## config.mk

```make
export PLATFORM = sky130hd
export DESIGN_NAME = byte_load_ctrl_flat
export DESIGN_NICKNAME = d
export VERILOG_FILES = /design/src/rtl/byte_load_ctrl_pkg.sv /design/src/rtl/byte_load_ctrl_if.sv /design/src/rtl/byte_load_ctrl_extend.sv /design/src/rtl/byte_load_ctrl.sv /design/src/flat_wrapper.sv
export SDC_FILE = /design/constraint.sdc
export NUM_CORES = 1
export LEC_CHECK = 0
export CAP_MARGIN = 30
export CORE_ASPECT_RATIO = 0.7
export CORE_MARGIN = 3
export CORE_UTILIZATION = 43
export CTS_BUF_LIST = sky130_fd_sc_hd__clkbuf_8
export DETAILED_ROUTE_END_ITERATION = 10
export PLACE_DENSITY = 0.88
export SETUP_SLACK_MARGIN = 0.15
export SYNTH_ARGS = -nofsm -noshare
export SYNTH_HDL_FRONTEND = slang
export SYNTH_SLANG_ARGS = --single-unit
```

## constraint.sdc

```tcl
create_clock -name clk -period 2.5 [get_ports clk]
set_clock_uncertainty 0.05 [all_clocks]
set_input_delay 0.5 -clock clk [delete_from_list [all_inputs] [get_ports clk]]
set_output_delay 0.5 -clock clk [all_outputs]
set_load 0.02 [all_outputs]
```

## src/rtl/byte_load_ctrl_pkg.sv

```systemverilog
// mips_pkg: shared types and constants for the sub-word load controller.
package mips_pkg;

  localparam int DATA_W = 32;

  // Encodings of the ld_size request field.
  localparam logic [1:0] LD_BYTE = 2'b00;
  localparam logic [1:0] LD_HALF = 2'b01;

  typedef enum logic [1:0] {
    ST_IDLE = 2'b00,
    ST_REQ  = 2'b01,
    ST_RESP = 2'b10
  } state_t;

endpackage

```

## src/rtl/byte_load_ctrl_if.sv

```systemverilog
// byte_load_ctrl_if: groups the decode-side request, data-memory port and
// write-back result of the sub-word load controller.
interface byte_load_ctrl_if;
  import mips_pkg::*;

  // Decode side
  logic              ld_valid;
  logic              ld_ready;
  logic [DATA_W-1:0] ld_addr;
  logic              ld_signed;
  logic [1:0]        ld_size;
  // Data-memory side
  logic              mem_req;
  logic [DATA_W-1:0] mem_addr;
  logic              mem_ack;
  logic [DATA_W-1:0] mem_rdata;
  // Write-back side
  logic              wb_valid;
  logic [DATA_W-1:0] wb_data;
  logic              wb_err;

  // The controller itself.
  modport slave (
    input  ld_valid, ld_addr, ld_signed, ld_size, mem_ack, mem_rdata,
    output ld_ready, mem_req, mem_addr, wb_valid, wb_data, wb_err
  );

  // Whatever drives requests and models the memory (core + memory).
  modport master (
    output ld_valid, ld_addr, ld_signed, ld_size, mem_ack, mem_rdata,
    input  ld_ready, mem_req, mem_addr, wb_valid, wb_data, wb_err
  );

endinterface

```

## src/rtl/byte_load_ctrl_extend.sv

```systemverilog
// load_extend: picks the addressed byte or halfword out of a little-endian
// word and sign- or zero-extends it to DATA_W bits. Purely combinational.
module load_extend
  import mips_pkg::*;
(
  input  logic [DATA_W-1:0] word_i,
  input  logic [1:0]        offset_i,
  input  logic [1:0]        size_i,
  input  logic              signed_i,
  output logic [DATA_W-1:0] data_o
);

  logic [7:0]  byte_sel;
  logic [15:0] half_sel;

  // Lane select followed by extension of the selected lane's top bit.
  always_comb begin
    byte_sel = word_i[7:0];
    case (offset_i)
      2'b00:   byte_sel = word_i[7:0];
      2'b01:   byte_sel = word_i[15:8];
      2'b10:   byte_sel = word_i[23:16];
      default: byte_sel = word_i[31:24];
    endcase
    half_sel = offset_i[1] ? word_i[31:16] : word_i[15:0];

    if (size_i == LD_HALF) begin
      data_o = {{16{signed_i & half_sel[15]}}, half_sel};
    end else begin
      data_o = {{24{signed_i & byte_sel[7]}}, byte_sel};
    end
  end

endmodule

```

## src/rtl/byte_load_ctrl.sv

```systemverilog
// byte_load_ctrl: sequences lb/lbu loads against a word-wide data memory,
// returning the extended result as a one-cycle write-back pulse.
// Build option: define LOAD_HALF_EN to honour ld_size=01 (lh/lhu) together
// with the misaligned-halfword error path. Without it every load is a byte load.
module byte_load_ctrl
  import mips_pkg::*;
#(
  parameter int unsigned MAX_WAIT = 15  // 1..255 cycles of mem_req without ack
) (
  input  logic            clk,
  input  logic            reset,
  byte_load_ctrl_if.slave bus
);

  localparam logic [7:0] WAIT_LIMIT = 8'(MAX_WAIT);

  state_t            state_q, state_d;
  logic              ld_ready_q, ld_ready_d;
  logic              mem_req_q, mem_req_d;
  logic              wb_valid_q, wb_valid_d;
  logic              wb_err_q, wb_err_d;
  logic [DATA_W-1:0] mem_addr_q, mem_addr_d;
  logic [DATA_W-1:0] wb_data_q, wb_data_d;
  logic [1:0]        off_q, off_d;
  logic [1:0]        size_q, size_d;
  logic              sgn_q, sgn_d;
  logic [7:0]        cnt_q, cnt_d;

  logic [1:0]        req_size;
  logic              misaligned;
  logic              timeout;
  logic [DATA_W-1:0] ext_data;

`ifdef LOAD_HALF_EN
  assign req_size   = bus.ld_size;
  assign misaligned = (bus.ld_size == LD_HALF) && bus.ld_addr[0];
`else
  // Size field is ignored in a byte-only build.
  logic unused_size;
  assign unused_size = ^bus.ld_size;
  assign req_size    = LD_BYTE;
  assign misaligned  = 1'b0;
`endif

  // The limit is reached on the cycle whose increment would hit MAX_WAIT;
  // an ack on that same cycle takes priority.
  assign timeout = !bus.mem_ack && ((cnt_q + 8'd1) == WAIT_LIMIT);

  load_extend u_extend (
    .word_i   (bus.mem_rdata),
    .offset_i (off_q),
    .size_i   (size_q),
    .signed_i (sgn_q),
    .data_o   (ext_data)
  );

  // State and output register bank with synchronous reset.
  // NOTE: sequential state uses non-blocking assignments so every register
  // samples the pre-edge values, independent of statement order.
  always_ff @(posedge clk) begin
    if (reset) begin
      state_q    <= ST_IDLE;
      ld_ready_q <= 1'b1;
      mem_req_q  <= 1'b0;
      wb_valid_q <= 1'b0;
      wb_err_q   <= 1'b0;
      mem_addr_q <= '0;
      wb_data_q  <= '0;
      off_q      <= '0;
      size_q     <= LD_BYTE;
      sgn_q      <= 1'b0;
      cnt_q      <= '0;
    end else begin
      state_q    <= state_d;
      ld_ready_q <= ld_ready_d;
      mem_req_q  <= mem_req_d;
      wb_valid_q <= wb_valid_d;
      wb_err_q   <= wb_err_d;
      mem_addr_q <= mem_addr_d;
      wb_data_q  <= wb_data_d;
      off_q      <= off_d;
      size_q     <= size_d;
      sgn_q      <= sgn_d;
      cnt_q      <= cnt_d;
    end
  end

  // Next-state logic.
  // NOTE: every variable written in a combinational block gets a default
  // first, so no path leaves it unassigned and no latch is inferred.
  always_comb begin
    state_d = state_q;
    case (state_q)
      ST_IDLE: if (bus.ld_valid) state_d = misaligned ? ST_RESP : ST_REQ;
      ST_REQ:  if (bus.mem_ack || timeout) state_d = ST_RESP;
      ST_RESP: state_d = ST_IDLE;
      default: state_d = ST_IDLE;
    endcase
  end

  // Output and datapath next values; handshake outputs follow the next state
  // so they are registered yet aligned with it.
  always_comb begin
    mem_addr_d = mem_addr_q;
    off_d      = off_q;
    size_d     = size_q;
    sgn_d      = sgn_q;
    wb_data_d  = wb_data_q;
    wb_err_d   = wb_err_q;
    cnt_d      = '0;

    case (state_q)
      ST_IDLE: begin
        if (bus.ld_valid) begin
          mem_addr_d = {bus.ld_addr[DATA_W-1:2], 2'b00};
          off_d      = bus.ld_addr[1:0];
          size_d     = req_size;
          sgn_d      = bus.ld_signed;
          if (misaligned) begin
            wb_data_d = '0;
            wb_err_d  = 1'b1;
          end
        end
      end
      ST_REQ: begin
        if (bus.mem_ack) begin
          wb_data_d = ext_data;
          wb_err_d  = 1'b0;
        end else if (timeout) begin
          wb_data_d = '0;
          wb_err_d  = 1'b1;
        end else begin
          cnt_d = cnt_q + 8'd1;
        end
      end
      default: ;
    endcase

    ld_ready_d = (state_d == ST_IDLE);
    mem_req_d  = (state_d == ST_REQ);
    wb_valid_d = (state_d == ST_RESP);
  end

  assign bus.ld_ready = ld_ready_q;
  assign bus.mem_req  = mem_req_q;
  assign bus.mem_addr = mem_addr_q;
  assign bus.wb_valid = wb_valid_q;
  assign bus.wb_data  = wb_data_q;
  assign bus.wb_err   = wb_err_q;

endmodule

```

## src/flat_wrapper.sv

```systemverilog
// flat-port wrapper written by rule: the top's interface ports become plain ports
module byte_load_ctrl_flat import mips_pkg::*;
#(
  parameter int unsigned MAX_WAIT = 15                                         
)
  (clk, reset, bus_ld_valid, bus_ld_addr, bus_ld_signed, bus_ld_size, bus_mem_ack, bus_mem_rdata, bus_ld_ready, bus_mem_req, bus_mem_addr, bus_wb_valid, bus_wb_data, bus_wb_err);
  byte_load_ctrl_if bus_i ();
  input  logic clk;
  input  logic reset;
  input wire logic [$bits(bus_i.ld_valid)-1:0] bus_ld_valid;
  input wire logic [$bits(bus_i.ld_addr)-1:0] bus_ld_addr;
  input wire logic [$bits(bus_i.ld_signed)-1:0] bus_ld_signed;
  input wire logic [$bits(bus_i.ld_size)-1:0] bus_ld_size;
  input wire logic [$bits(bus_i.mem_ack)-1:0] bus_mem_ack;
  input wire logic [$bits(bus_i.mem_rdata)-1:0] bus_mem_rdata;
  output wire logic [$bits(bus_i.ld_ready)-1:0] bus_ld_ready;
  output wire logic [$bits(bus_i.mem_req)-1:0] bus_mem_req;
  output wire logic [$bits(bus_i.mem_addr)-1:0] bus_mem_addr;
  output wire logic [$bits(bus_i.wb_valid)-1:0] bus_wb_valid;
  output wire logic [$bits(bus_i.wb_data)-1:0] bus_wb_data;
  output wire logic [$bits(bus_i.wb_err)-1:0] bus_wb_err;
  assign bus_i.ld_valid = bus_ld_valid;
  assign bus_i.ld_addr = bus_ld_addr;
  assign bus_i.ld_signed = bus_ld_signed;
  assign bus_i.ld_size = bus_ld_size;
  assign bus_i.mem_ack = bus_mem_ack;
  assign bus_i.mem_rdata = bus_mem_rdata;
  assign bus_ld_ready = bus_i.ld_ready;
  assign bus_mem_req = bus_i.mem_req;
  assign bus_mem_addr = bus_i.mem_addr;
  assign bus_wb_valid = bus_i.wb_valid;
  assign bus_wb_data = bus_i.wb_data;
  assign bus_wb_err = bus_i.wb_err;
  byte_load_ctrl #(.MAX_WAIT(MAX_WAIT)) u_core (.clk(clk), .reset(reset), .bus(bus_i));
endmodule
```

---- After elaboration in Yosys (flattened, before gate mapping) ----
Cells that the tools add are included.
operators by class
  add/subtract/negate cells ............... 1
  reduce and logical (&&, ||, !) cells .... 10
  bitwise logic cells ..................... 2
  muxes and demuxes ....................... 8
  equal/unequal tests ..................... 6
operators by type and width
  kind                   count
  $mux W32               2
  $pmux W8 S3            1
  $add A8 B1 Y8 const B  1
  $eq A8 B4 Y1 const B   1
  $eq A2 B1 Y1 const B   3
  $logic_not A2 Y1       3
  $eq A2 B2 Y1 const B   2
  $mux W2                2
  $pmux W2 S2            1
  $reduce_and A2 Y1      2
  $reduce_or A4 Y1       1
  $mux W1                2
  $reduce_bool A2 Y1     1
  $and A1 B1 Y1          1
  $logic_and A1 B1 Y1    1
  $logic_not A1 Y1       1
  $logic_or A1 B1 Y1     1
  $not A1 Y1             1
storage, ports and cells
  register bits after elaboration ......... 79
  output and inout port bits .............. 68
  input bits .............................. 71
  word-level logic and storage cells ...... 37

---- Logic depth before layout (Yosys ltp) ----
  depth in word-level cells ............... 7
  mapped depth ............................ 7
  gate-level depth less buffers ........... 6

---- By module ----
Synthesis repeated with hierarchy kept, for this count alone.
second synthesis, totals
  cells, all modules ...................... 409
  area total of the unflattened synthesis .. 3,550.9 um2
by module, submodules not included
  module          seq. area each (um2)  cells each  times used  area an instance (um2)
  byte_load_ctrl  1,581.5               355         1           3,016.6
  load_extend     0.0                   54          1           534.3

---- Worst setup path before layout ----
Ideal clock, no wire load.
  kind .................................... reg-to-reg
  start ................................... register u_core.cnt_q[0]
  end ..................................... register u_core.wb_valid_q, in the netlist u_core.bus.wb_valid
  path buffers ............................ 1
  required time ........................... 2.335 ns
  clock period less this slack ............ 1.641 ns
  slack ................................... 0.859 ns
  setup time .............................. 0.115 ns
  stages on the path, launching flop included .. 7
  arrival time ............................ 1.477 ns
  path through ............................ dfxtp_1 > ha_1 > nand3_1 > or3_4 > a41o_1 > buf_6 > nor2b_1
on the way
  longest elaborated chain between the ends .. 7
RTL lines
  item                      line                   source
  start: declaration        byte_load_ctrl.sv:27   logic [7:0] cnt_q, cnt_d;
  start signal: assignment  byte_load_ctrl.sv:84   cnt_q <= cnt_d;
  $add A8 B1 Y8             byte_load_ctrl.sv:47   assign timeout = !bus.mem_ack && ((cnt_q + 8'd1) == WAIT_LIMIT);
  $eq A8 B4 Y1              byte_load_ctrl.sv:47
  $logic_and A1 B1 Y1       byte_load_ctrl.sv:47
  $logic_or A1 B1 Y1        byte_load_ctrl.sv:95   ST_REQ: if (bus.mem_ack || timeout) state_d = ST_RESP;
  $mux W2                   byte_load_ctrl.sv:95
  $pmux W2 S2               byte_load_ctrl.sv:93   case (state_q)
  $eq A2 B2 Y1              byte_load_ctrl.sv:141  wb_valid_d = (state_d == ST_RESP);
  end signal: assignment    byte_load_ctrl.sv:77   wb_valid_q <= wb_valid_d;
  end: declaration          byte_load_ctrl.sv:20   logic wb_valid_q, wb_valid_d;
No other way between the ends.
A chain may end at the register's enable or synchronous reset.

==> reports/qor.yml <==
status:
  status: "completed"
clocking:
  cts_tree: "yes"
  cts.sinks: 56
  clockBufferDepth: 2
  hold_buffers: 0
  htreeDepth: 2
  clk_latency_ns: 0.30
  root_buffer: "clkbuf_8"
  clk_pin_slew_ns: 0.09
  post_cts_buffers: 0
  cts_buffers: 5
synth:
  ys_ff_latch: 56
  synthFlopType: "dfxtp_1"
  synth_largest_area_cell: "dfxtp_1"
  yosys.cell_types.count: 32
  synth_common_cells: "nand2_1 (69), dfxtp_1 (56), a21oi_1 (35), buf_4 (25), nor2_1 (19)"
  synthMostInstantiatedCell: "nand2_1"
  ys_warn_count: 0
  synth_top_cell_area_share_pct: 44.2
  syn-instance-count: 286
  synth_edf_count: 0
  syn_avg_cell_area_um2: 8.86
  syn_area_um2: 2530
  synth.yosys.seq_area_share_pct: 44.2
  synthTopCellsByArea: "dfxtp_1 (44%), nand2_1 (10%), buf_4 (7.4%)"
  synthArstFlopShare_pct: 0
timing:
  fmax_mhz: 468
  rsz0062_at_grt: "false"
  min_period_ns: 2.14
  worstMarginPinSlew_ns: 0.559
  maxSlewViolCount: 0
  setup_violations: 0
  slew_headroom_pct: 62.7
  final.setup.tns_ns: 0
  period_share_pct: 85.4
  finalHoldViolCount: 0
  hold_ws_ns: 0.409
  fin_ws_ns: 0.365
drt:
  vias: 2295
  drt-total-wl_um: 7050
  drt-vias-per-instance: 4.98
  dr.pass1.iters: 4
  postRouteAntennaNets: 0
  routedWlPerCell_um: 15.3
  drc: 0
  drt_iter0_drc: 60
finish:
  nets: 463
  n_antenna_cell: 0
  fillers: 427
  final_cell_count_no_fill: 461
  area_growth_pct: 51.0
  drive_gt1_share_pct: 9.25
placed_design:
  hpwlAfterDp_um: 5300
  place.gp.congestion: 0.824
  io_buffers: 134
  dp.cells: 455
  preCtsSetupSlack_ns: 0.411
floorplan:
  initial_utilization_pct: 46.3
  rows: 22
  io_pins: 139
  dieWidth_um: 97.8
  die_h_um: 70.2
  core_region_area_um2: 5480
  dieArea_um2: 6870
pwr:
  leakagePower_nw: 1.36
  vdd_drop_max_v: 0.000318
  power_w: 0.00197
  pwr_density_cell_nw_per_um2: 514
setup_path:
  cp-start-kind: "flop"
  crit_family: "buffers and inverters"
  crit_slowest_cell: "clkdlybuf4s50_1"
  end_kind: "output port"
  arrival_ns: 1.59
  crit_type: "flop to output port"
  required_ns: 1.95
  crit_fanout: 25
  crit_buf_inv: 1
  crit_path_max_incr_delay_ns: 0.70
  cp_cell_sequence: "clkdlybuf4s50_1"
grt:
  grt_max_degree: 47
  track_usage_pct: 20.5
  antenna_found_initial: 0
  overflow: 0
  grt_pass1_vias: 2393
  grt_pass1_wl_um: 11600
job:
  cap_viol_max_count: 0
hold_path:
  hp-class: "flop to flop"
path summary, 6_finish.rpt:
path / start / endpoint / slack [ns] / depth (start not counted)
setup reg to reg: u_core.cnt_q[0] / u_core.bus.wb_data[0] / 0.44 / 6
hold reg to reg: u_core.bus.mem_addr[31] / u_core.bus.mem_addr[31] / 0.41 / 2
hold / removal: u_core.bus.mem_addr[31] / u_core.bus.mem_addr[31] / 0.41 / 2
setup / recovery: u_core.bus.wb_data[30] / bus_wb_data[31] / 0.36 / 1
cell usage in the layout, fill, tap and decap left out, drive strengths merged, types with 3 or more instances in the layout:
cell type / netlist / final
nor2b: 3 / 3
nand2: 69 / 69
xnor2: 4 / 4
buf: 28 / 7
a21oi: 35 / 35
clkbuf: 16 / 5
clkdlybuf4s50: 0 / 133
nor2: 19 / 19
nor3: 7 / 7
nand3: 3 / 3
a211oi: 11 / 11
and3: 8 / 8
nand2b: 3 / 3
dfxtp: 56 / 56
mux4: 8 / 8
metrics by stage:
stage	util, %	instance area, µm²
2_1_floorplan	-	2540
3_3_place_gp	68.0	3730
3_5_place_dp	68.0	3730
4_1_cts	69.9	3830
5_1_grt	69.9	3830
6_report	69.9	3830
logic make-up (layout without fill, tap and decap cells):
kind of cell	Yosys count	count (layout)	share of synthesized area, %
buffers and inverters	45	147	11.3
AND/OR/NAND/NOR	117	117	20.8
AO/OA/AOI/OAI	52	52	13.7
flip-flops	56	56	44.2
adder cells (fa/ha/maj)	2	2	0.987
XOR/XNOR	5	5	1.73
other	1	2	0.148
multiplexers	8	8	7.11
worst min-delay path, cell delays in order (launching register included):
cell     delay, ns
dfxtp_1       0.32
nand2_1       0.05
a21oi_1       0.05
layout make-up:
type / instances / area, µm² / share of cell area [%]
Timing Repair Buffer: 140 / 1380 / 36.1
Multi-Input combinational cell: 186 / 1130 / 29.6
Sequential cell: 56 / 1120 / 29.3
Tap cell: 72 / 90.1 / 2.35
Clock buffer: 5 / 68.8 / 1.80
Clock inverter: 1 / 30.0 / 0.785
Inverter: 1 / 3.75 / 0.0981
sequential cells by signal, summed over array words and instances (netlist names):
name                 flops
u_core.bus.wb_valid      1
u_core.state_q           2
u_core.cnt_q             8
u_core.off_q             2
u_core.bus.mem_req       1
u_core.bus.ld_ready      1
u_core.bus.mem_addr     30
u_core.sgn_q             1
u_core.bus.wb_err        1
u_core.bus.wb_data       9
metal layers:
metal,track usage (%),up-vias,wire (µm)
met2,37.7,84,3660
met4,3.84,0,42
met5,0,-,0
met1,22.8,1066,2710
li1,-,1137,-
met3,7.88,8,633
power by group:
group,switching (W),internal [W],total (W)
Combinational,0.000202,0.000235,0.000437
Clock,0.000273,0.000288,0.000561
Sequential,0.0000317,0.000939,0.000970
Total,0.000507,0.00146,0.00197
what timing repair did:
action	CTS	global route
endpoints found under the setup margin	24	0
resized for setup	1	0
hold endpoints to repair	0	0
Note: power is estimated with default switching activity, not from simulation.
